<file path="src/rtl/shift_add_multiplier.sv">
// Sequential unsigned NxN shift-and-add multiplier with a start/busy/done handshake.
// Optional macro SHIFT_ADD_MULT_EARLY_TERM_EN: leave CALC once the remaining multiplier bits are zero.
module shift_add_multiplier #(
    parameter int N = 8
) (
    input  logic             Clk,
    input  logic             Rst,
    input  logic             Start,
    input  logic [N-1:0]     A,
    input  logic [N-1:0]     B,
    output logic             Busy,
    output logic             Done,
    output logic [2*N-1:0]   Product
);

    localparam int CW = $clog2(N + 1);
    localparam logic [CW-1:0] LAST_CNT = CW'(N - 1);
    localparam logic [CW-1:0] CNT_ONE  = CW'(1);

    typedef enum logic [1:0] {
        IDLE = 2'd0,
        CALC = 2'd1,
        DONE = 2'd2
    } state_t;

    state_t           state_q;
    logic [2*N-1:0]   mcand_q;
    logic [2*N-1:0]   acc_q;
    logic [2*N-1:0]   acc_d;
    logic [2*N-1:0]   product_q;
    logic [N-1:0]     mplier_q;
    logic [N-1:0]     mplier_d;
    logic [CW-1:0]    cnt_q;
    logic             busy_q;
    logic             done_q;
    logic             last_d;

    // Per-cycle partial-product add and the CALC exit condition.
    always_comb begin
        acc_d    = acc_q;
        mplier_d = mplier_q >> 1;
        if (mplier_q[0]) begin
            acc_d = acc_q + mcand_q;
        end else begin
            acc_d = acc_q;
        end
`ifdef SHIFT_ADD_MULT_EARLY_TERM_EN
        last_d = (cnt_q == LAST_CNT) || (mplier_d == {N{1'b0}});
`else
        last_d = (cnt_q == LAST_CNT);
`endif
    end

    // Control FSM and datapath registers; reset has priority over Start.
    always_ff @(posedge Clk) begin
        if (Rst) begin
            state_q   <= IDLE;
            mcand_q   <= {(2*N){1'b0}};
            mplier_q  <= {N{1'b0}};
            acc_q     <= {(2*N){1'b0}};
            cnt_q     <= {CW{1'b0}};
            product_q <= {(2*N){1'b0}};
            busy_q    <= 1'b0;
            done_q    <= 1'b0;
        end else begin
            case (state_q)
                IDLE, DONE: begin
                    done_q <= 1'b0;
                    if (Start) begin
                        mcand_q  <= {{N{1'b0}}, A};
                        mplier_q <= B;
                        acc_q    <= {(2*N){1'b0}};
                        cnt_q    <= {CW{1'b0}};
                        busy_q   <= 1'b1;
                        state_q  <= CALC;
                    end else begin
                        busy_q   <= 1'b0;
                        state_q  <= IDLE;
                    end
                end
                CALC: begin
                    acc_q    <= acc_d;
                    mcand_q  <= mcand_q << 1;
                    mplier_q <= mplier_d;
                    cnt_q    <= cnt_q + CNT_ONE;
                    if (last_d) begin
                        product_q <= acc_d;
                        busy_q    <= 1'b0;
                        done_q    <= 1'b1;
                        state_q   <= DONE;
                    end else begin
                        busy_q    <= 1'b1;
                        done_q    <= 1'b0;
                        state_q   <= CALC;
                    end
                end
                default: begin
                    busy_q  <= 1'b0;
                    done_q  <= 1'b0;
                    state_q <= IDLE;
                end
            endcase
        end
    end

    assign Busy    = busy_q;
    assign Done    = done_q;
    assign Product = product_q;

endmodule

</file>
<file path="config.mk">
export PLATFORM = sky130hd
export DESIGN_NAME = shift_add_multiplier
export DESIGN_NICKNAME = d
export VERILOG_FILES = /design/src/rtl/shift_add_multiplier.sv
export SDC_FILE = /design/constraint.sdc
export NUM_CORES = 1
export LEC_CHECK = 0
export CAP_MARGIN = 15
export CORE_MARGIN = 2
export CORE_UTILIZATION = 60
export CTS_BUF_LIST = sky130_fd_sc_hd__clkbuf_8
export CTS_CLUSTER_DIAMETER = 30
export DETAILED_ROUTE_END_ITERATION = 7
export GPL_TIMING_DRIVEN = 0
export PLACE_DENSITY = 0.86
export SETUP_SLACK_MARGIN = 0.02
export SLEW_MARGIN = 25
export SYNTH_ARGS = -nofsm -noshare
export SYNTH_HDL_FRONTEND = slang
export SYNTH_SLANG_ARGS = --single-unit
</file>
<file path="constraint.sdc">
create_clock -name Clk -period 5.6 [get_ports Clk]
set_input_delay 0.84 -clock Clk [delete_from_list [all_inputs] [get_ports Clk]]
set_output_delay 0.84 -clock Clk [all_outputs]
set_load 0.05 [all_outputs]
</file>
==> flow_summary.ini, run 1 <==
[sta]
maxSlewHeadroom = 0.420
fin_skew_ns = 0.00873
final_max_slew_viol_count = 0
hold_violations = 0
min_period_ns = 2.61
fin_tns_setup_ns = 0
worst_slew_pin_slew_ns = 0.867
rsz0062_at_grt = false
finalSetupViolCount = 0
fmax_mhz = 384
fin_crit_sh = 0.465
whs_ns = 0.458

[yosys]
synthTopCellsByArea = dfxtp_1 41%, a22oi_1 7.0%, ha_1 6.5%, a21oi_1 5.8%, nor2_1 5.6%
netlist_area_mm2 = 0.00310
synth_top_area_share = 0.407
synth.most_common_cell = dfxtp_1
yosysWarnings = 0
asyncSetResetFlopFracSynth = 0
ys_types = 47
synth_edf_count = 0
ys_seq_area_frac = 0.407
ys.flop_type = dfxtp_1
post-synth-top-area-cell = dfxtp_1
yosys-top-cells-count = 63 x dfxtp_1, 46 x nor2_1, 36 x a21oi_1
syn_avg_cell_area_um2 = 8.72
synth_seq_cells = 63
syn-num-nets = 391
syn_inst = 355

[setup_path]
crit_required_ns = 5.81
crit_fanout = 10
critPathArrivalTime_ns = 2.82
crit_top_cell = buf_1
crit_chain = clkdlybuf4s50_1 > clkbuf_1 > buf_1 > buf_1 > nor2_1
critPathSlowestCell = buf_1
worst_path_dominant_cell_family = buffers and inverters
path_buf_inv = 4
slowest_delay_ns = 0.52
crit_path_end_kind = flip-flop
start_kind = input port
crit_type = in -> reg

[job]
maxCapViolations = 0

[placement]
dp_hpwl_um = 5530
place.gp.congestion = 0.929
io_buffers = 36
placed_cell_area_mm2 = 0.00354

[drt]
final_antenna_net_count = 0
wl_per_cell_um = 16.4
vias = 2887
totalWireLength_um = 7780
first_pass_iters = 5
drcViolationCount = 0
viasPerCell = 6.08
dr.first_iter.drc_count = 230

[global_route]
grt_usage = 0.290
grt_pass1_wl_um = 12100
grt_pass1_vias = 2646
grt_overflow = 0
grt_max_degree = 11
grt_antenna_before_repair = 0

[finish]
final_nets = 438
fin_area_mm2 = 0.00369
nFillCells = 402
diodes = 0
final_util = 0.732
layout-drive-gt1-share = 0.0543
syn_to_final_growth_pct = 19.2

[die]
io-pin-count = 37
die_width_um = 75.8
rows = 26
dieHeight_um = 75.8
core_area_mm2 = 0.00504
die_area_mm2 = 0.00575
start_util = 0.614

[clock_tree]
clock_sinks = 63
clockBufferDepth = 2
ctsHoldBuffers = 0
numCtsBuffers = 9
clk_latency_ns = 0.35
postCtsResizedCells = 0
cts-htree-levels = 3
cts-root-buf = clkbuf_8
post_cts_buffers = 0
cts_tree = done
cts.clk_slew.worst_paths_ns = 0.07

[pwr]
power.density_mw_per_mm2 = 239
ir_worst_vdd_mv = 0.245
power.leakage_nw = 1.42

[outcome]
outcome = finished clean

[min_path]
hp-class = reg -> reg
## layout make-up
cell class | instances | area (um^2) | share of cell area
multi-input combinational | 268 | 1740 | 0.473
clock inverter | 5 | 21.3 | 0.00576
clock buffer | 9 | 124 | 0.0336
tap | 70 | 87.6 | 0.0237
inverter | 2 | 7.51 | 0.00203
sequential | 63 | 1260 | 0.342
timing repair buffer | 36 | 360 | 0.0977
buffer | 22 | 83.8 | 0.0227
## logic make-up (layout without fill, tap and decap cells)
family | after synthesis | in the layout | synth area share
buffers and inverters | 24 | 74 | 0.0295
adders and majority gates | 17 | 17 | 0.0711
AOI/OAI and AO/OA | 114 | 114 | 0.256
and+or+nand+nor | 111 | 111 | 0.158
muxes | 12 | 12 | 0.0388
xor gates and xnor gates | 14 | 14 | 0.0396
DFF | 63 | 63 | 0.407
## power by group
part,total [mW],internal (mW),switching [mW]
Clock,0.318,0.149,0.169
Combinational,0.0954,0.0363,0.0591
Sequential,0.467,0.458,0.00867
## sequential cells by signal (all words and copies together) (netlist names)
signal / count
cnt_q: 4
mplier_q: 8
mcand_q: 16
state_q: 2
acc_q: 16
Done: 1
Product: 16
## worst reg2reg max path, cell delays in order, from the launching register on
cell	delay (ns)
dfxtp_1	0.33
ha_1	0.25
fa_1	0.41
a21o_1	0.21
a31oi_1	0.28
o21ai_0	0.22
a221oi_1	0.36
xnor2_1	0.19
nor2_1	0.07
nor4_1	0.14
## metal layers
layer	global-route usage	wire (um)	share of wire
met4	0.172	245	0.031
met5	0	0	0
met2	0.454	3690	0.47
met1	0.354	3310	0.43
met3	0.0807	535	0.069
## placed cells by master, fill, tap and decap left out, types with 2 or more instances in the layout
master and n:
nand2_1 33, a21o_1 7, nand3_1 6, a21oi_1 36, a211o_2 2, o211ai_1 2, a22oi_1 29, nand2b_1 4
nor2_1 46, a211oi_1 12, ha_1 16, o21ai_0 8, dfxtp_1 63, xor2_1 6, nand3b_1 3, xnor2_1 8
nor4_1 2, a22o_1 3, clkdlybuf4s50_1 36, nor3_1 6, nor2b_1 5, clkbuf_8 9, mux2i_1 12, inv_1 5
buf_1 5, clkbuf_1 16, clkinv_2 2
## final timing paths
path,slack [ns],endpoint,from,cells after the start
hold reg to reg,0.46,mplier_q[6],mplier_q[6],2
setup / recovery,2.99,mcand_q[0],Rst,5
hold / removal,0.46,mplier_q[6],mplier_q[6],2
setup reg to reg,3.05,Product[12],mcand_q[0],9
## stage by stage
stage	setup WS, ns	power, mW	instances
2_1_floorplan	3.39	0.534	355
5_1_grt	2.90	0.907	475
3_5_place_dp	2.68	0.571	461
3_3_place_gp	2.67	0.568	461
4_1_cts	3.04	0.879	475
6_report	2.99	0.880	475
Note: power is estimated with default switching activity, not from simulation.
==> inputs of run 2 (changes only) <==
- CORE_UTILIZATION: 60 -> 58
- PLACE_DENSITY: 0.86 -> 0.83
- clock period: 5.6 -> 2.4 ns (I/O delays scaled with it)
==> flow_summary.ini, run 2 (synthesized netlist as in run 1, its figures left out) <==
[global_route]
grt_usage = 0.283
grt_max_degree = 11
grt_antenna_before_repair = 0
grt_pass1_vias = 2757
grt_pass1_wl_um = 13100
grt_overflow = 0

[finish]
syn_to_final_growth_pct = 23.0
final_cell_mix = 61 x dfxtp_1, 44 x nor2_1, 36 x clkdlybuf4s50_1
layout-drive-gt1-share = 0.0951
final_nets = 441
diodes = 0
nFillCells = 412
final_common_cell = dfxtp_1

[drt]
totalWireLength_um = 7870
vias = 2802
viasPerCell = 5.84
dr.first_iter.drc_count = 221
first_pass_iters = 5
drcViolationCount = 0
final_antenna_net_count = 0
wl_per_cell_um = 16.4

[setup_path]
critPathArrivalTime_ns = 2.53
slowest_delay_ns = 0.39
crit_path_end_kind = flip-flop
crit_type = reg -> reg
path_buf_inv = 0
start_kind = flip-flop
crit_chain = ha_2 > o211ai_1 > o21ai_2 > a31oi_4 > o31ai_4 > mux2i_2 > nor3_1 > a211o_2
critPathSlowestCell = ha_2
crit_fanout = 5
reg2reg_slack_ns = 0.11
crit_required_ns = 2.63
worst_path_dominant_cell_family = compound AO/OA/AOI/OAI gates

[clock_tree]
clk_latency_ns = 0.35
cts.clk_slew.worst_paths_ns = 0.06
cts-htree-levels = 3
ctsHoldBuffers = 0
clockBufferDepth = 2
cts_tree = done
numCtsBuffers = 9
cts-root-buf = clkbuf_8
clock_sinks = 63

[sta]
rsz0062_at_grt = false
fin_crit_sh = 0.955
worst_slew_pin_slew_ns = 0.657
fmax_mhz = 436
min_period_ns = 2.29
hold_violations = 0
fin_tns_setup_ns = 0
final_max_slew_viol_count = 0
maxSlewHeadroom = 0.562
fin_skew_ns = 0.00836
finalSetupViolCount = 0

[outcome]
outcome = finished clean

[job]
maxCapViolations = 0

[min_path]
hp-class = reg -> reg

[pwr]
power.density_mw_per_mm2 = 556
power.leakage_nw = 1.45
ir_worst_vdd_mv = 0.454
finalPower_mw = 2.12

[placement]
dp_hpwl_um = 5450
io_buffers = 36
place.gp.congestion = 0.877

[die]
die_width_um = 77.1
rows = 26
start_util = 0.602
dieHeight_um = 77.1
io-pin-count = 37
core_area_mm2 = 0.00514
die_area_mm2 = 0.00594
-- run 2: changes by cell type in the layout (fill, tap and decap cells not counted), sizes merged --
cell	change
clkinv	-2
buf	+3
clkbuf	+2
inv	+2
-- run 2: stage by stage --
| stage | hold slack [ns] | utilization | cells | setup WS (ns) | instance area (um^2) |
|---|---|---|---|---|---|
| after detailed placement | 0.451 | 0.690 | 461 | -0.139 | 3540 |
| final | 0.465 | 0.741 | 480 | 0.107 | 3810 |
| after global routing | 0.488 | 0.741 | 480 | 0.0149 | 3810 |
| after global placement | 0.446 | 0.690 | 461 | -0.127 | 3540 |
| after floorplan | 0.437 | - | 355 | 0.187 | 3100 |
| after CTS | 0.460 | 0.728 | 477 | 0.0207 | 3740 |
-- run 2: cell type report --
cell class,instances,area [um^2],area share
multi-input cells,268,1810,0.476
well taps,70,87.6,0.0230
repair buffers,39,383,0.100
clock buffers,11,151,0.0397
clock inverters,5,18.8,0.00493
inverters,2,7.51,0.00197
plain buffers,22,83.8,0.0220
flip-flops and latches,63,1260,0.332
-- run 2: timing repair --
item	in CTS	in global routing
gates cloned	0	0
resized for setup	5	13
buffers inserted	0	3
pin swaps	1	4
endpoints found under the setup margin	4	16
-- run 2: report_power, final --
part	switching, mW	internal, mW
Sequential	0.0213	1.07
Clock	0.387	0.413
Combinational	0.140	0.0875
Total	0.549	1.57
-- run 2: worst reg2reg max path: cells and delay by family, from the launching register on --
family	cells	cell delay [ns]
AOI/OAI and AO/OA	5	1.05
adders and majority gates	1	0.39
DFF	1	0.34
muxes	1	0.33
and+or+nand+nor	1	0.08
-- run 2: final timing paths --
path / startpoint / endpoint / cells past startpoint
max: mcand_q[3] / acc_q[15] / 8
min: mplier_q[4] / mplier_q[4] / 2
max reg2reg: mcand_q[3] / acc_q[15] / 8
min reg2reg: mplier_q[4] / mplier_q[4] / 2
-- run 2: per-layer routing --
layer  part of all wire  global-route usage
met2               0.48               0.446
met1               0.44               0.358
met5                  0                   0
met4              0.021               0.159
met3              0.058              0.0624
==> inputs of run 3 (changes only) <==
- CTS_CLUSTER_DIAMETER: 30 -> not set
- PLACE_DENSITY: 0.83 -> 0.89
==> flow_summary.ini, run 3 (synthesized netlist as in run 1, its figures left out) <==
[outcome]
outcome = finished clean

[global_route]
grt_pass1_wl_um = 13300
grt_antenna_before_repair = 0
grt_pass1_vias = 2818
grt_overflow = 0
grt_usage = 0.287
grt_max_degree = 11

[finish]
syn_to_final_growth_pct = 27.0
final_nets = 445
fin_area_mm2 = 0.00393
final_util = 0.765
layout-drive-gt1-share = 0.111
final_common_cell = dfxtp_1
fin_cells = 484
diodes = 0
nFillCells = 350
final_cell_mix = 61 x dfxtp_1, 44 x nor2_1, 36 x a21oi_1, 36 x clkdlybuf4s50_1, 33 x nand2_1

[drt]
final_antenna_net_count = 0
vias = 3065
dr.first_iter.drc_count = 404
wl_per_cell_um = 18.5
first_pass_iters = 6
viasPerCell = 6.33
drcViolationCount = 0
totalWireLength_um = 8970

[clock_tree]
clockBufferDepth = 2
cts-root-buf = clkbuf_8
ctsHoldBuffers = 0
numCtsBuffers = 9
cts_tree = done
cts-htree-levels = 3
clock_sinks = 63
clk_latency_ns = 0.35
cts.clk_slew.worst_paths_ns = 0.07

[sta]
final_max_slew_viol_count = 0
setup_slack_ns = 0.0636
fin_skew_ns = 0.00871
fin_crit_sh = 0.973
worst_slew_pin_slew_ns = 0.692
maxSlewHeadroom = 0.539
hold_violations = 0
fmax_mhz = 428
finalSetupViolCount = 0
min_period_ns = 2.34
fin_tns_setup_ns = 0
whs_ns = 0.468

[die]
die_area_mm2 = 0.00594
start_util = 0.602
rows = 26
die_width_um = 77.1
dieHeight_um = 77.1
core_area_mm2 = 0.00514
io-pin-count = 37

[setup_path]
crit_required_ns = 2.66
critPathSlowestCell = fa_2
slowest_delay_ns = 0.35
crit_path_end_kind = flip-flop
crit_chain = ha_4 > fa_2 > a21o_1 > a31oi_4 > o211a_1 > nor2_2 > xor2_1 > mux2i_1 > a211oi_1
crit_type = reg -> reg
crit_fanout = 3
critPathArrivalTime_ns = 2.60
start_kind = flip-flop

[placement]
placed_cell_area_mm2 = 0.00354
place.gp.congestion = 0.912
dp.cells = 461
dp_hpwl_um = 5610
io_buffers = 36
dp_slack_ns = -0.157

[pwr]
finalPower_mw = 2.45
power.density_mw_per_mm2 = 622
power.leakage_nw = 1.50
ir_worst_vdd_mv = 0.416

[min_path]
hp-class = reg -> reg

[job]
maxCapViolations = 0
## run 3: timing repair
action,4_1_cts,5_1_grt
hold endpoints to repair,0,0
gates resized for setup,7,13
setup buffers,1,6
setup endpoints to repair,5,9
pin swaps,5,12
## run 3: layout make-up
type | count | area (um^2) | area share
multi-input cells | 268 | 1830 | 0.466
clock buffers | 13 | 179 | 0.0455
flip-flops and latches | 63 | 1270 | 0.322
clock inverters | 3 | 63.8 | 0.0162
well taps | 70 | 87.6 | 0.0223
repair buffers | 43 | 413 | 0.105
plain buffers | 22 | 83.8 | 0.0213
inverters | 2 | 7.51 | 0.00191
## run 3: worst paths after layout
check / cells past startpoint / start / slack [ns] / endpoint
setup / recovery: 9 / acc_q[0] / 0.06 / Product[10]
hold / removal: 2 / mplier_q[4] / 0.47 / mplier_q[4]
setup reg to reg: 9 / acc_q[0] / 0.06 / Product[10]
hold reg to reg: 2 / mplier_q[4] / 0.47 / mplier_q[4]
## run 3: critical path, delay by kind of cell, from the launching register on
| kind | cells | cell delay (ns) |
|---|---|---|
| AO/OA/AOI/OAI | 4 | 0.98 |
| XOR/XNOR | 1 | 0.18 |
| adder cells (fa/ha/maj) | 2 | 0.53 |
| flip-flops | 1 | 0.34 |
| multiplexers | 1 | 0.13 |
| AND/OR/NAND/NOR | 1 | 0.07 |
## run 3: power by group
group	switching (mW)	total (mW)	internal (mW)
Clock	0.417	1.11	0.695
Combinational	0.152	0.242	0.0899
Sequential	0.0228	1.09	1.07
## run 3: layer usage
layer / part of all wire / global-route usage / up-vias / wire length [um]
met5: 0 / 0 / - / 0
met4: 0.036 / 0.132 / 0 / 323
met3: 0.088 / 0.0659 / 42 / 790
met2: 0.49 / 0.477 / 201 / 4360
met1: 0.39 / 0.353 / 1422 / 3500
li1: - / - / 1400 / -
